--- src/rtl/mem_arb_pkg.sv ---
// Shared types and constants for the two-port main-memory arbiter.
package mem_arb_pkg;

   localparam int ADDR_W_DFLT = 16;
   localparam int DATA_W_DFLT = 16;

   localparam logic PORT_CPU = 1'b0;
   localparam logic PORT_DMA = 1'b1;

   typedef enum logic [1:0] {
      IDLE = 2'd0,
      ADDR = 2'd1,
      XFER = 2'd2,
      RESP = 2'd3
   } state_t;

endpackage

--- src/rtl/mem_arb_pick.sv ---
// Combinational 2-way picker: round-robin against last, or fixed port-0
// priority when MEM_ARB_FIXED_PRIO_EN is defined.
module mem_arb_pick
   import mem_arb_pkg::*;
(
   input  logic req0,
   input  logic req1,
   input  logic last,
   output logic winner,
   output logic vld
);

   always_comb begin
      vld    = req0 | req1;
      winner = PORT_CPU;
      if (req0 && req1) begin
`ifdef MEM_ARB_FIXED_PRIO_EN
         winner = PORT_CPU;
`else
         winner = (last == PORT_CPU) ? PORT_DMA : PORT_CPU;
`endif
      end else if (req1) begin
         winner = PORT_DMA;
      end
   end

endmodule

--- src/rtl/mem_arbiter.sv ---
// Two-port sequencer for single-ported memory: grant, latch MAR, access, done; 4 cycles per access.
// Requests are held until done; MEM_ARB_FIXED_PRIO_EN selects fixed port-0 priority over round-robin.
module mem_arbiter
   import mem_arb_pkg::*;
#(
   parameter int ADDR_W = ADDR_W_DFLT,
   parameter int DATA_W = DATA_W_DFLT
) (
   input  logic              clk,
   input  logic              rst,
   input  logic              req0,
   input  logic              we0,
   input  logic [ADDR_W-1:0] addr0,
   input  logic [DATA_W-1:0] wdata0,
   output logic              gnt0,
   output logic              done0,
   input  logic              req1,
   input  logic              we1,
   input  logic [ADDR_W-1:0] addr1,
   input  logic [DATA_W-1:0] wdata1,
   output logic              gnt1,
   output logic              done1,
   output logic [DATA_W-1:0] rdata,
   output logic              mem_addr_en,
   output logic [ADDR_W-1:0] mem_addr,
   output logic              mem_in_en,
   output logic [DATA_W-1:0] mem_wdata,
   output logic              mem_out_en,
   input  logic [DATA_W-1:0] mem_rdata
);

   state_t              state_q;
   logic                last_q;
   logic                port_q;
   logic                we_q;
   logic                gnt0_q, gnt1_q, done0_q, done1_q;
   logic                mem_addr_en_q, mem_in_en_q, mem_out_en_q;
   logic [ADDR_W-1:0]   mem_addr_q;
   logic [DATA_W-1:0]   mem_wdata_q;
   logic [DATA_W-1:0]   rdata_q;
   logic                pick_port;
   logic                pick_vld;

   mem_arb_pick u_pick (
      .req0   (req0),
      .req1   (req1),
      .last   (last_q),
      .winner (pick_port),
      .vld    (pick_vld)
   );

   // mem_addr/mem_wdata double as the command register: loaded only at grant.
   always_ff @(posedge clk) begin
      if (rst) begin
         state_q       <= IDLE;
         last_q        <= PORT_DMA;
         port_q        <= PORT_CPU;
         we_q          <= 1'b0;
         gnt0_q        <= 1'b0;
         gnt1_q        <= 1'b0;
         done0_q       <= 1'b0;
         done1_q       <= 1'b0;
         mem_addr_en_q <= 1'b0;
         mem_in_en_q   <= 1'b0;
         mem_out_en_q  <= 1'b0;
         mem_addr_q    <= '0;
         mem_wdata_q   <= '0;
         rdata_q       <= '0;
      end else begin
         case (state_q)
            IDLE: begin
               if (pick_vld) begin
                  port_q        <= pick_port;
                  we_q          <= (pick_port == PORT_DMA) ? we1 : we0;
                  mem_addr_q    <= (pick_port == PORT_DMA) ? addr1 : addr0;
                  mem_wdata_q   <= (pick_port == PORT_DMA) ? wdata1 : wdata0;
                  gnt0_q        <= (pick_port == PORT_CPU);
                  gnt1_q        <= (pick_port == PORT_DMA);
                  mem_addr_en_q <= 1'b1;
                  state_q       <= ADDR;
               end
            end
            ADDR: begin
               mem_addr_en_q <= 1'b0;
               mem_in_en_q   <= we_q;
               mem_out_en_q  <= ~we_q;
               state_q       <= XFER;
            end
            XFER: begin
               if (!we_q) begin
                  rdata_q <= mem_rdata;
               end
               mem_in_en_q  <= 1'b0;
               mem_out_en_q <= 1'b0;
               done0_q      <= (port_q == PORT_CPU);
               done1_q      <= (port_q == PORT_DMA);
               state_q      <= RESP;
            end
            RESP: begin
               gnt0_q  <= 1'b0;
               gnt1_q  <= 1'b0;
               done0_q <= 1'b0;
               done1_q <= 1'b0;
               last_q  <= port_q;
               state_q <= IDLE;
            end
            default: state_q <= IDLE;
         endcase
      end
   end

   assign gnt0        = gnt0_q;
   assign gnt1        = gnt1_q;
   assign done0       = done0_q;
   assign done1       = done1_q;
   assign rdata       = rdata_q;
   assign mem_addr_en = mem_addr_en_q;
   assign mem_addr    = mem_addr_q;
   assign mem_in_en   = mem_in_en_q;
   assign mem_wdata   = mem_wdata_q;
   assign mem_out_en  = mem_out_en_q;

endmodule

--- config.mk ---
export PLATFORM = sky130hd
export DESIGN_NAME = mem_arbiter
export DESIGN_NICKNAME = d
export VERILOG_FILES = /design/src/rtl/mem_arb_pkg.sv /design/src/rtl/mem_arb_pick.sv /design/src/rtl/mem_arbiter.sv
export SDC_FILE = /design/constraint.sdc
export NUM_CORES = 1
export LEC_CHECK = 0
export BUFFER_PORTS_ARGS = -buffer_cell sky130_fd_sc_hd__buf_4
export CORE_MARGIN = 5
export CORE_UTILIZATION = 47
export CTS_BUF_LIST = sky130_fd_sc_hd__clkbuf_16
export DETAILED_ROUTE_END_ITERATION = 10
export GPL_ROUTABILITY_DRIVEN = 0
export PLACE_DENSITY = 0.84
export SKIP_CTS_REPAIR_TIMING = 1
export SLEW_MARGIN = 20
export SYNTH_ARGS = -nofsm -noshare
export SYNTH_HDL_FRONTEND = slang
export SYNTH_SLANG_ARGS = --single-unit
--- constraint.sdc ---
create_clock -name clk -period 2.9 [get_ports clk]
set_clock_uncertainty 0.2 [all_clocks]
set_input_delay 0.29 -clock clk [delete_from_list [all_inputs] [get_ports clk]]
set_output_delay 0.29 -clock clk [all_outputs]
set_load 0.05 [all_outputs]
After elaboration in Yosys (flattened, before gate mapping)
Cells that the tools add are included.
{ "word_totals": {"out_inout_bits": 55, "inputBits": 86, "word_cells": 50, "register_bits": 60} }
{ "op_classes": {"n_bitwise": 4, "n_mux": 18, "eq_ne": 4, "reduce_logical": 10} }
{ "op_table": {"columns": ["operator", "n"], "rows": [
  ["$mux 16", 2],
  ["$pmux 1 s2", 7],
  ["$pmux 2 s4", 1],
  ["$reduce_and 2->1", 4],
  ["$reduce_bool 2->1", 4],
  ["$mux 1", 7],
  ["$eq 2x2->1 const B", 2],
  ["$not 1->1", 3],
  ["$eq 2x1->1 const B", 1],
  ["$logic_not 2->1", 1],
  ["$mux 2", 1],
  ["$ne 2x2->1 const B", 1],
  ["$logic_and 1x1->1", 1],
  ["$or 1x1->1", 1]
]} }

Logic depth before layout (Yosys ltp)
Gate-level depths: netlist of run 1.
{ "logic_depth": {"word_depth": 5, "mapped_depth": 7, "depth_no_buf": 5} }

Cells and area by module
From an unflattened synthesis of run 1, not the netlist that was laid out.
{ "hier_totals": {"hier_cells": 275, "hier_area_um2": 2775.2} }
{ "modules_own_cells": {"columns": ["module", "seq_area_each_um2", "area_per_inst_um2", "cells_each", "n_inst"], "rows": [
  ["mem_arbiter", 1201.2, 2761.4, 273, 1],
  ["mem_arb_pick", 0.0, 13.8, 2, 1]
]} }

Worst setup path after synthesis of run 1
Ideal clock, no wire load.
{ "synth_timing": {"path_kind": "flip-flop to flip-flop", "from": "register state_q[0]", "to": "register gnt0_q (netlist: gnt0)", "arrival_ns": 1.497, "synth_period_minus_slack_ns": 1.768, "n_path_buf": 0, "setup_time_ns": 0.070, "stages_incl_launch_ff": 6, "setup_slack_ns": 1.132, "cell_sequence": "dfxtp_1 > inv_1 > ha_1 > nor3b_2 > or4_1 > a21oi_1"} }
{ "synth_between": {"elab_chain_cells": 3, "word_cells_on_any_way": 6, "cone_classes": "eq/ne: 2; mux: 1; reduce/logical: 3"} }
{ "synth_lines": {"columns": ["item", "line_no", "text"], "rows": [
  ["start, declared", "mem_arbiter.sv:32", "state_t state_q;"],
  ["start signal, assigned", "mem_arbiter.sv:55", "state_q <= IDLE;"],
  ["start signal, assigned", "mem_arbiter.sv:80", "state_q <= ADDR;"],
  ["start signal, assigned", "mem_arbiter.sv:87", "state_q <= XFER;"],
  ["$eq 2x2->1 / $logic_not 2->1 (equally long branches)", "mem_arbiter.sv:70", "case (state_q)"],
  ["$reduce_bool 2->1 (no source line) / $ne 2x2->1 (equally long branches)", null, null],
  ["$reduce_and 2->1 (no source line)", null, null],
  ["end signal, assigned", "mem_arbiter.sv:77", "gnt0_q <= (pick_port == PORT_CPU);"],
  ["end, declared", "mem_arbiter.sv:36", "logic gnt0_q, gnt1_q, done0_q, done1_q;"]
]} }
Parallel ways exist; a longest one is shown, timed or not.
A chain may end at the register's enable or synchronous reset.

Worst setup path in the final report of run 1
{ "layout_timing": {"from": "register state_q[0]", "to": "register rdata_q[8] (netlist: rdata[8])"} }
{ "layout_between": {"elab_chain_cells": 2} }
{ "layout_lines": {"columns": ["item", "line_no", "text"], "rows": [
  ["$eq 2x2->1", "mem_arbiter.sv:70", null],
  ["$reduce_and 2->1 (no source line)", null, null],
  ["end signal, assigned", "mem_arbiter.sv:91", "rdata_q <= mem_rdata;"],
  ["end, declared", "mem_arbiter.sv:40", "logic [DATA_W-1:0] rdata_q;"]
]} }
No other way between the ends.

==> results.json, run 1 <==
{
  "pwr-share-clk_pct": 20.2,
  "n_fill_cell": 424,
  "slew_viol_final": 0,
  "dp_hpwl_um": 5460,
  "critPathKind": "flop to flop",
  "start_util_pct": 48.5,
  "die_area_um2": 6860,
  "final_util_pct": 74.3,
  "antenna_found_initial": 0,
  "n_antenna_cell": 0,
  "yosysSeqAreaShare_pct": 48.1,
  "p_int_uw": 2380,
  "antenna_left": 0,
  "grt_usage_pct": 21.6,
  "area_growth_pct": 53.1,
  "switching_share_pct": 45.8,
  "rows": 26,
  "status": "complete, no violations",
  "synthesis.nets": 403,
  "clock_sinks": 60,
  "r2r_setup_slack_ns": 0.72,
  "synth_cell_type_count": 25,
  "tightest_slew_ns": 1.10,
  "final_common_cell": "buf_4",
  "ys_ff_latch": 60,
  "insertion_delay_ns": 0.31,
  "avgRoutedWirePerCell_um": 14.8,
  "vias": 2649,
  "final_nets": 531,
  "root_buffer": "clkbuf_16",
  "end_kind": "flop",
  "place_area_um2": 3560,
  "cpLargestDelayFamily": "simple AND/OR/NAND/NOR gates",
  "hold_viol": 0,
  "cts_tree": "built",
  "wirelength_um": 7570,
  "setup_viol": 0,
  "cts_inserted_buffers": 9,
  "initialDrtViolationCount": 91,
  "ir_drop_mv": 0.669,
  "synth_warnings": 0,
  "hold_depth": 3,
  "drive_gt1_share_pct": 35.9,
  "core_um2": 5140,
  "max_freq_mhz": 458,
  "hold_path_class": "input port to flop",
  "io_buffers": 140,
  "die_y_um": 82.9,
  "min_period_over_period_pct": 75.2,
  "fin_tns_setup_ns": 0,
  "combPwrFrac_pct": 51.5,
  "period_needed_ns": 2.18,
  "crit_fanout": 16,
  "rsz0062_at_grt": "no",
  "crit_chain": "inv_1 -> ha_1 -> nor2b_1 -> nand2_1 -> a21oi_1",
  "grt_pass1_wl_um": 12300,
  "synth_area_um2": 2490,
  "clock_path_buffers": 2,
  "critPathBufInv": 1,
  "dr.pass1.iters": 4,
  "slowest_stage": "nor2b_1",
  "h-tree-depth": 3,
  "grt_pass1_vias": 2662,
  "clk_pin_slew_ns": 0.05,
  "hold_path_end": "rdata[1]",
  "register_area_um2": 1200,
  "post_drt_via_cell_ratio": 5.16,
  "hold_start": "mem_rdata[1]",
  "cellPowerDensity_nw_per_um2": 1150,
  "final_cell_area_um2": 3820,
  "crit_arrival_ns": 2.22,
  "io_pins": 141,
  "reg2reg_from": "state_q[0]",
  "multi_input_area_um2": 1180,
  "synthCells": 311,
  "max_stage_delay_ns": 0.83,
  "syn_avg_cell_area_um2": 8.02,
  "max-cap-violations": 0,
  "worstPathRequired_ns": 2.93,
  "p_switching_uw": 2010,
  "grt-ovfl-total": 0,
  "pwr-share-seq_pct": 28.3,
  "dieWidth_um": 82.9,
  "start_kind": "flop",
  "layout_common_cells": "buf_4, nand2_1, dfxtp_1",
  "power.leakage_uw": 0.00178,
  "r2r_end": "rdata[8]",
  "grt_max_degree": 60,
  "r2r_cells": 5,
  "max-slew-margin-rel_pct": 26.8,
  "drc_errors": 0
}
layer usage:
layer / GRT usage [%] / routed length (um)
met5: 0 / 0
met4: 7.88 / 136
met2: 35.5 / 3600
met1: 23.8 / 2980
met3: 11.2 / 852
logic make-up after synthesis:
kind of cell | count (synthesis) | share of synthesized area [%]
simple gates | 116 | 18.8
flops | 60 | 48.1
buf+inv | 30 | 5.12
fa+ha+maj | 6 | 3.01
mux | 4 | 1.60
compound gates | 95 | 23.4
worst register-to-register path: stages (launching register included):
cell and delay, ns:
dfxtp_1 0.34, inv_1 0.14, ha_1 0.30, nor2b_1 0.83, nand2_1 0.12, a21oi_1 0.17
power groups by stage:
stage / Combinational, uW / Clock, uW / Sequential [uW]
after floorplan: 773 / 0 / 2050
after global placement: 2210 / 0 / 1240
after detailed placement: 2260 / 0 / 1250
after CTS: 2280 / 899 / 1240
after global routing: 2440 / 943 / 1270
final: 2260 / 886 / 1240
worst max-delay path by stage:
| stage | slack, ns | from | to | depth (start not counted) |
|---|---|---|---|---|
| 3_3_place_gp | 0.73 | req1 | mem_wdata[5] | 5 |
| 6_report | 0.72 | state_q[0] | rdata[8] | 5 |
| 3_5_place_dp | 0.68 | req1 | mem_wdata[10] | 5 |
| 2_1_floorplan | 1.13 | state_q[0] | gnt0 | 5 |
| 4_1_cts | 0.67 | state_q[0] | rdata[8] | 5 |
| 5_1_grt | 0.46 | state_q[0] | rdata[0] | 5 |
area by class of cell:
cell class	count	area share, %
clock buffer	9	5.90
clock inverter	6	0.688
inverter	4	0.393
multi-input combinational	221	30.8
sequential	60	31.5
tap	70	2.29
timing repair buffer	143	28.4
synth_stat cells:
cell      instances  area, um2
nand2b_1          2       12.5
nor3_1            2       10.0
or3_1             1       6.26
buf_1             1       3.75
nor3b_2           1       12.5
nand2_1          67        251
buf_2            12       60.1
a21boi_2          1       11.3
a22oi_1           1       7.51
ha_1              6       75.1
o21a_1            1       7.51
nor2_1           39        146
o221a_2           1       11.3
dfxtp_1          60       1200
nand3b_1          1       7.51
a211oi_1         34        255
a21oi_1          53        265
o21ai_1           1       5.00
mux2i_1           4       40.0
clkbuf_1         13       48.8
or4_1             2       15.0
o21ai_0           2       10.0
inv_1             4       15.0
a21bo_1           1       10.0
nor2b_1           1       6.26
sequential cells by signal (all words and copies together), names as in the netlist, 2 cells and up:
signal	cells
mem_addr	16
mem_wdata	16
rdata	16
state_q	2
through the flow:
step	cells	power, uW	setup WS, ns	hold slack, ns
after floorplan	311	2820	1.13	0.226
after global placement	498	3450	0.733	0.243
after detailed placement	498	3510	0.676	0.249
after CTS	513	4420	0.665	0.0186
after global routing	513	4650	0.464	0.0272
final	513	4390	0.718	0.0237
Power figures use the tool's default switching activity.
==> inputs of run 2 (changes only) <==
--- a/config.mk
+++ b/config.mk
@@ -7,11 +7,11 @@
 export LEC_CHECK = 0
 export BUFFER_PORTS_ARGS = -buffer_cell sky130_fd_sc_hd__buf_4
 export CORE_MARGIN = 5
-export CORE_UTILIZATION = 47
+export CORE_UTILIZATION = 44
 export CTS_BUF_LIST = sky130_fd_sc_hd__clkbuf_16
 export DETAILED_ROUTE_END_ITERATION = 10
 export GPL_ROUTABILITY_DRIVEN = 0
-export PLACE_DENSITY = 0.84
+export PLACE_DENSITY = 0.79
 export SKIP_CTS_REPAIR_TIMING = 1
 export SLEW_MARGIN = 20
 export SYNTH_ARGS = -nofsm -noshare
==> constraint.sdc (replaced) <==
create_clock -name clk -period 2.15 [get_ports clk]
set_clock_uncertainty 0.2 [all_clocks]
set_input_delay 0.215 -clock clk [delete_from_list [all_inputs] [get_ports clk]]
set_output_delay 0.215 -clock clk [all_outputs]
set_load 0.05 [all_outputs]
==> run 2 against run 1 <==
Against the previous run:
- clock-buffer cell count did not move
- sequential share of layout area fell by 4.0 points
- final area rose by 14%
- critical path depth did not move
- register-to-register slack got worse by 0.49 ns
- die area rose by 6.0%
- critical endpoint is now gnt0
- largest cell class is now non-clock buffers
==> results.json, run 2 (synthesized netlist as in run 1, its figures left out) <==
{
  "cts_tree": "built",
  "status": "complete, no violations",
  "die_area_um2": 7280,
  "io_pins": 141,
  "wirelength_um": 8980,
  "start_util_pct": 45.3,
  "clock_sinks": 60,
  "tightest_slew_ns": 0.578,
  "cts_inserted_buffers": 9,
  "max-slew-margin-rel_pct": 61.3,
  "root_buffer": "clkbuf_16",
  "cellPowerDensity_nw_per_um2": 1400,
  "crit_arrival_ns": 1.96,
  "post_drt_via_cell_ratio": 5.22,
  "core_um2": 5510,
  "worstPathRequired_ns": 2.19,
  "antenna_found_initial": 0,
  "p_switching_uw": 2800,
  "grt_usage_pct": 20.6,
  "clk_pin_slew_ns": 0.05,
  "n_antenna_cell": 0,
  "power.leakage_uw": 0.00201,
  "max-cap-violations": 0,
  "final_nets": 587,
  "critPathKind": "flop to flop",
  "final_util_pct": 79.3,
  "crit_fanout": 8,
  "dp_hpwl_um": 5680,
  "slew_viol_final": 0,
  "period_needed_ns": 1.92,
  "insertion_delay_ns": 0.32,
  "avgRoutedWirePerCell_um": 15.7,
  "dieWidth_um": 85.3,
  "rows": 27,
  "instances_no_fill": 572,
  "max_freq_mhz": 521,
  "die_y_um": 85.3,
  "pwr-share-seq_pct": 27.6,
  "min_period_over_period_pct": 89.3,
  "hold_viol": 0,
  "rsz0062_at_grt": "no",
  "grt_pass1_vias": 2738,
  "setup_viol": 0,
  "pwr-share-clk_pct": 20.3,
  "layout_common_cells": "buf_4, nand2_1, dfxtp_1",
  "end_kind": "flop",
  "area_growth_pct": 75.1,
  "switching_share_pct": 45.9,
  "combPwrFrac_pct": 52.1,
  "clock_path_buffers": 2,
  "final_common_cell": "buf_4",
  "antenna_left": 0,
  "io_buffers": 140,
  "drive_gt1_share_pct": 33.6,
  "grt_max_degree": 39,
  "drc_errors": 0,
  "ir_drop_mv": 0.872,
  "h-tree-depth": 3,
  "start_kind": "flop",
  "dr.pass1.iters": 4,
  "hold_path_class": "input port to flop",
  "fin_tns_setup_ns": 0,
  "grt-ovfl-total": 0,
  "numPlacedInstances": 507,
  "grt_pass1_wl_um": 12200,
  "initialDrtViolationCount": 135,
  "vias": 2983,
  "fin_hold_ws_ns": 0.0373,
  "p_int_uw": 3300
}
run 2: layout make-up:
class,instances,area (um2)
Sequential cell,60,1200
Inverter,4,15.0
Fill cell,364,1140
Multi-Input combinational cell,221,1170
Clock inverter,7,36.3
Tap cell,72,90.1
Clock buffer,9,225
Timing Repair Buffer,199,1630
run 2: power groups by stage:
stage | sequential, uW | clock (uW) | combinational [uW]
global route | 1720 | 1320 | 3400
floorplan | 2760 | 0 | 1040
finish | 1680 | 1240 | 3180
global placement | 1680 | 0 | 3020
detailed placement | 1690 | 0 | 3080
CTS | 1670 | 1260 | 3080
run 2: per-stage QoR:
stage,total power (uW),area [um2],setup WS (ns)
2_1_floorplan,3810,2490,0.382
3_3_place_gp,4690,3610,0.241
3_5_place_dp,4770,3610,0.135
4_1_cts,6010,3880,0.129
5_1_grt,6440,4370,0.102
6_report,6100,4370,0.229
run 2: routing by layer:
metal | GRT usage [%] | vias up | routed length [um]
li1 | - | 1431 | -
met2 | 34.4 | 145 | 4500
met1 | 22.4 | 1390 | 3370
met5 | 0 | - | 0
met3 | 9.13 | 17 | 945
met4 | 9.64 | 0 | 161
run 2: critical path, stage by stage (launching register included):
cell     delay (ns)
dfxtp_1        0.38
inv_1          0.11
ha_1           0.27
nor3b_2        0.23
or4_1          0.50
a21oi_1        0.15
run 2: worst paths after layout:
path	start	endpoint	slack, ns	cells past startpoint
worst min-delay path	addr1[11]	mem_addr[11]	0.04	3
worst max register to register	state_q[0]	gnt0	0.23	5
worst max-delay path	state_q[0]	gnt0	0.23	5
worst min register to register	rdata[1]	rdata[1]	0.26	2
==> inputs of run 3 (changes only) <==
--- a/config.mk
+++ b/config.mk
@@ -7,12 +7,11 @@
 export LEC_CHECK = 0
 export BUFFER_PORTS_ARGS = -buffer_cell sky130_fd_sc_hd__buf_4
 export CORE_MARGIN = 5
-export CORE_UTILIZATION = 44
+export CORE_UTILIZATION = 43
 export CTS_BUF_LIST = sky130_fd_sc_hd__clkbuf_16
 export DETAILED_ROUTE_END_ITERATION = 10
 export GPL_ROUTABILITY_DRIVEN = 0
-export PLACE_DENSITY = 0.79
-export SKIP_CTS_REPAIR_TIMING = 1
+export PLACE_DENSITY = 0.77
 export SLEW_MARGIN = 20
 export SYNTH_ARGS = -nofsm -noshare
 export SYNTH_HDL_FRONTEND = slang
==> run 3 against run 2 <==
Against the previous run:
- utilization decreased by 1.3 points
- worst setup slack barely moved
- hold slack got worse by 0.0017 ns
- sequential share of layout area grew 0.13 points
- non-clock buffer count fell by 1
- first-iteration DRC count fell by 30%
- sequential power barely moved
- routed wire length shrank 0.80%
- cell count shrank 0.52%
- register-to-register slack is essentially flat
- global-route usage grew 3.3 points
- highest routed layer unchanged
==> results.json, run 3 (synthesized netlist as in run 1, its figures left out) <==
{
  "hold_path_class": "input port to flop",
  "final_common_cell": "buf_4",
  "cts_inserted_buffers": 9,
  "drive_gt1_share_pct": 33.4,
  "initialDrtViolationCount": 95,
  "cts_tree": "built",
  "hold_viol": 0,
  "drc_errors": 0,
  "antenna_found_initial": 0,
  "final_nets": 586,
  "wirelength_um": 8900,
  "start_kind": "flop",
  "fin_tns_setup_ns": 0,
  "power.leakage_uw": 0.00201,
  "worstPathRequired_ns": 2.20,
  "grt-ovfl-total": 0,
  "cellPowerDensity_nw_per_um2": 1390,
  "n_antenna_cell": 0,
  "clock_sinks": 60,
  "rsz0062_at_grt": "no",
  "dieWidth_um": 86.2,
  "pwr-share-seq_pct": 27.8,
  "combPwrFrac_pct": 52.3,
  "area_growth_pct": 74.3,
  "insertion_delay_ns": 0.32,
  "tightest_slew_ns": 0.617,
  "end_kind": "flop",
  "critPathKind": "flop to flop",
  "layout_common_cells": "buf_4, nand2_1, dfxtp_1",
  "dp_hpwl_um": 5630,
  "post-cts-setup-buffers": 0,
  "h-tree-depth": 3,
  "vias": 2959,
  "avgRoutedWirePerCell_um": 15.6,
  "slew_viol_final": 0,
  "clk_pin_slew_ns": 0.05,
  "grt_pass1_vias": 3019,
  "p_switching_uw": 2770,
  "multi_input_area_um2": 1170,
  "clock_path_buffers": 2,
  "grt_max_degree": 39,
  "max-cap-violations": 0,
  "grt_pass1_wl_um": 14200,
  "status": "complete, no violations",
  "die_area_um2": 7430,
  "post_drt_via_cell_ratio": 5.20,
  "rows": 27,
  "setup_viol": 0,
  "p_int_uw": 3290,
  "max-slew-margin-rel_pct": 58.7,
  "grt_usage_pct": 24.0,
  "antenna_left": 0,
  "ir_drop_mv": 0.866,
  "n_fill_cell": 366,
  "pwr-share-clk_pct": 19.8,
  "io_pins": 141,
  "core_um2": 5570,
  "dr.pass1.iters": 4,
  "die_y_um": 86.2,
  "start_util_pct": 44.8,
  "period_needed_ns": 1.92,
  "register_area_um2": 1200,
  "crit_fanout": 8,
  "fin_hold_ws_ns": 0.0355,
  "max_freq_mhz": 521,
  "min_period_over_period_pct": 89.3,
  "root_buffer": "clkbuf_16",
  "io_buffers": 140,
  "switching_share_pct": 45.7,
  "crit_arrival_ns": 1.97
}
## run 3: cell types whose count changed in the layout (fill, tap and decap cells not counted), sizes merged
cell,previous run,this run
clkinv,3,4
inv,6,5
buf,150,149
clkinvlp,2,0
## run 3: stage by stage
| stage | setup WS (ns) | power [uW] | instance area, um2 | util (%) | cells |
|---|---|---|---|---|---|
| floorplan | 0.382 | 3810 | 2490 | - | 311 |
| global placement | 0.208 | 4700 | 3610 | 64.7 | 506 |
| detailed placement | 0.0995 | 4760 | 3610 | 64.7 | 506 |
| CTS | 0.0677 | 6030 | 4350 | 78.0 | 569 |
| global route | 0.130 | 6380 | 4350 | 78.0 | 569 |
| finish | 0.229 | 6050 | 4350 | 78.0 | 569 |
## run 3: area by class of cell
type,instances,share of cell area (%)
inverter,4,0.345
tap,72,2.07
timing repair buffer,198,37.3
multi-input combinational,221,27.0
clock buffer,9,5.18
clock inverter,5,0.518
sequential,60,27.6
## run 3: critical path, stage by stage (launching register included)
cell	delay [ns]
dfxtp_1	0.39
inv_1	0.11
ha_1	0.27
nor3b_2	0.23
or4_1	0.51
a21oi_1	0.14
## run 3: timing repair
item / CTS / global route
hold endpoints to repair: 49 / 0
hold buffers: 49 / 0
resized for setup: 0 / 0
## run 3: path summary, 6_finish.rpt
kind | from | endpoint | slack (ns) | depth (start not counted)
max | state_q[0] | gnt0 | 0.23 | 5
min | addr1[3] | mem_addr[3] | 0.04 | 3
max reg2reg | state_q[0] | gnt0 | 0.23 | 5
min reg2reg | rdata[5] | rdata[5] | 0.25 | 2
## run 3: metal layers
metal,share of wire (%),GRT usage [%],vias to the layer above
met5,0,0,-
met4,2.2,10.5,0
met3,10,7.79,21
met2,48,40.1,137
met1,39,28.0,1373
li1,-,-,1428
## run 3: power by group through the flow
stage,clock network (uW),registers (uW),logic (uW)
after floorplan,0,2760,1040
after global placement,0,1670,3030
after detailed placement,0,1690,3070
after CTS,1220,1670,3150
after global routing,1260,1730,3390
final,1200,1680,3170
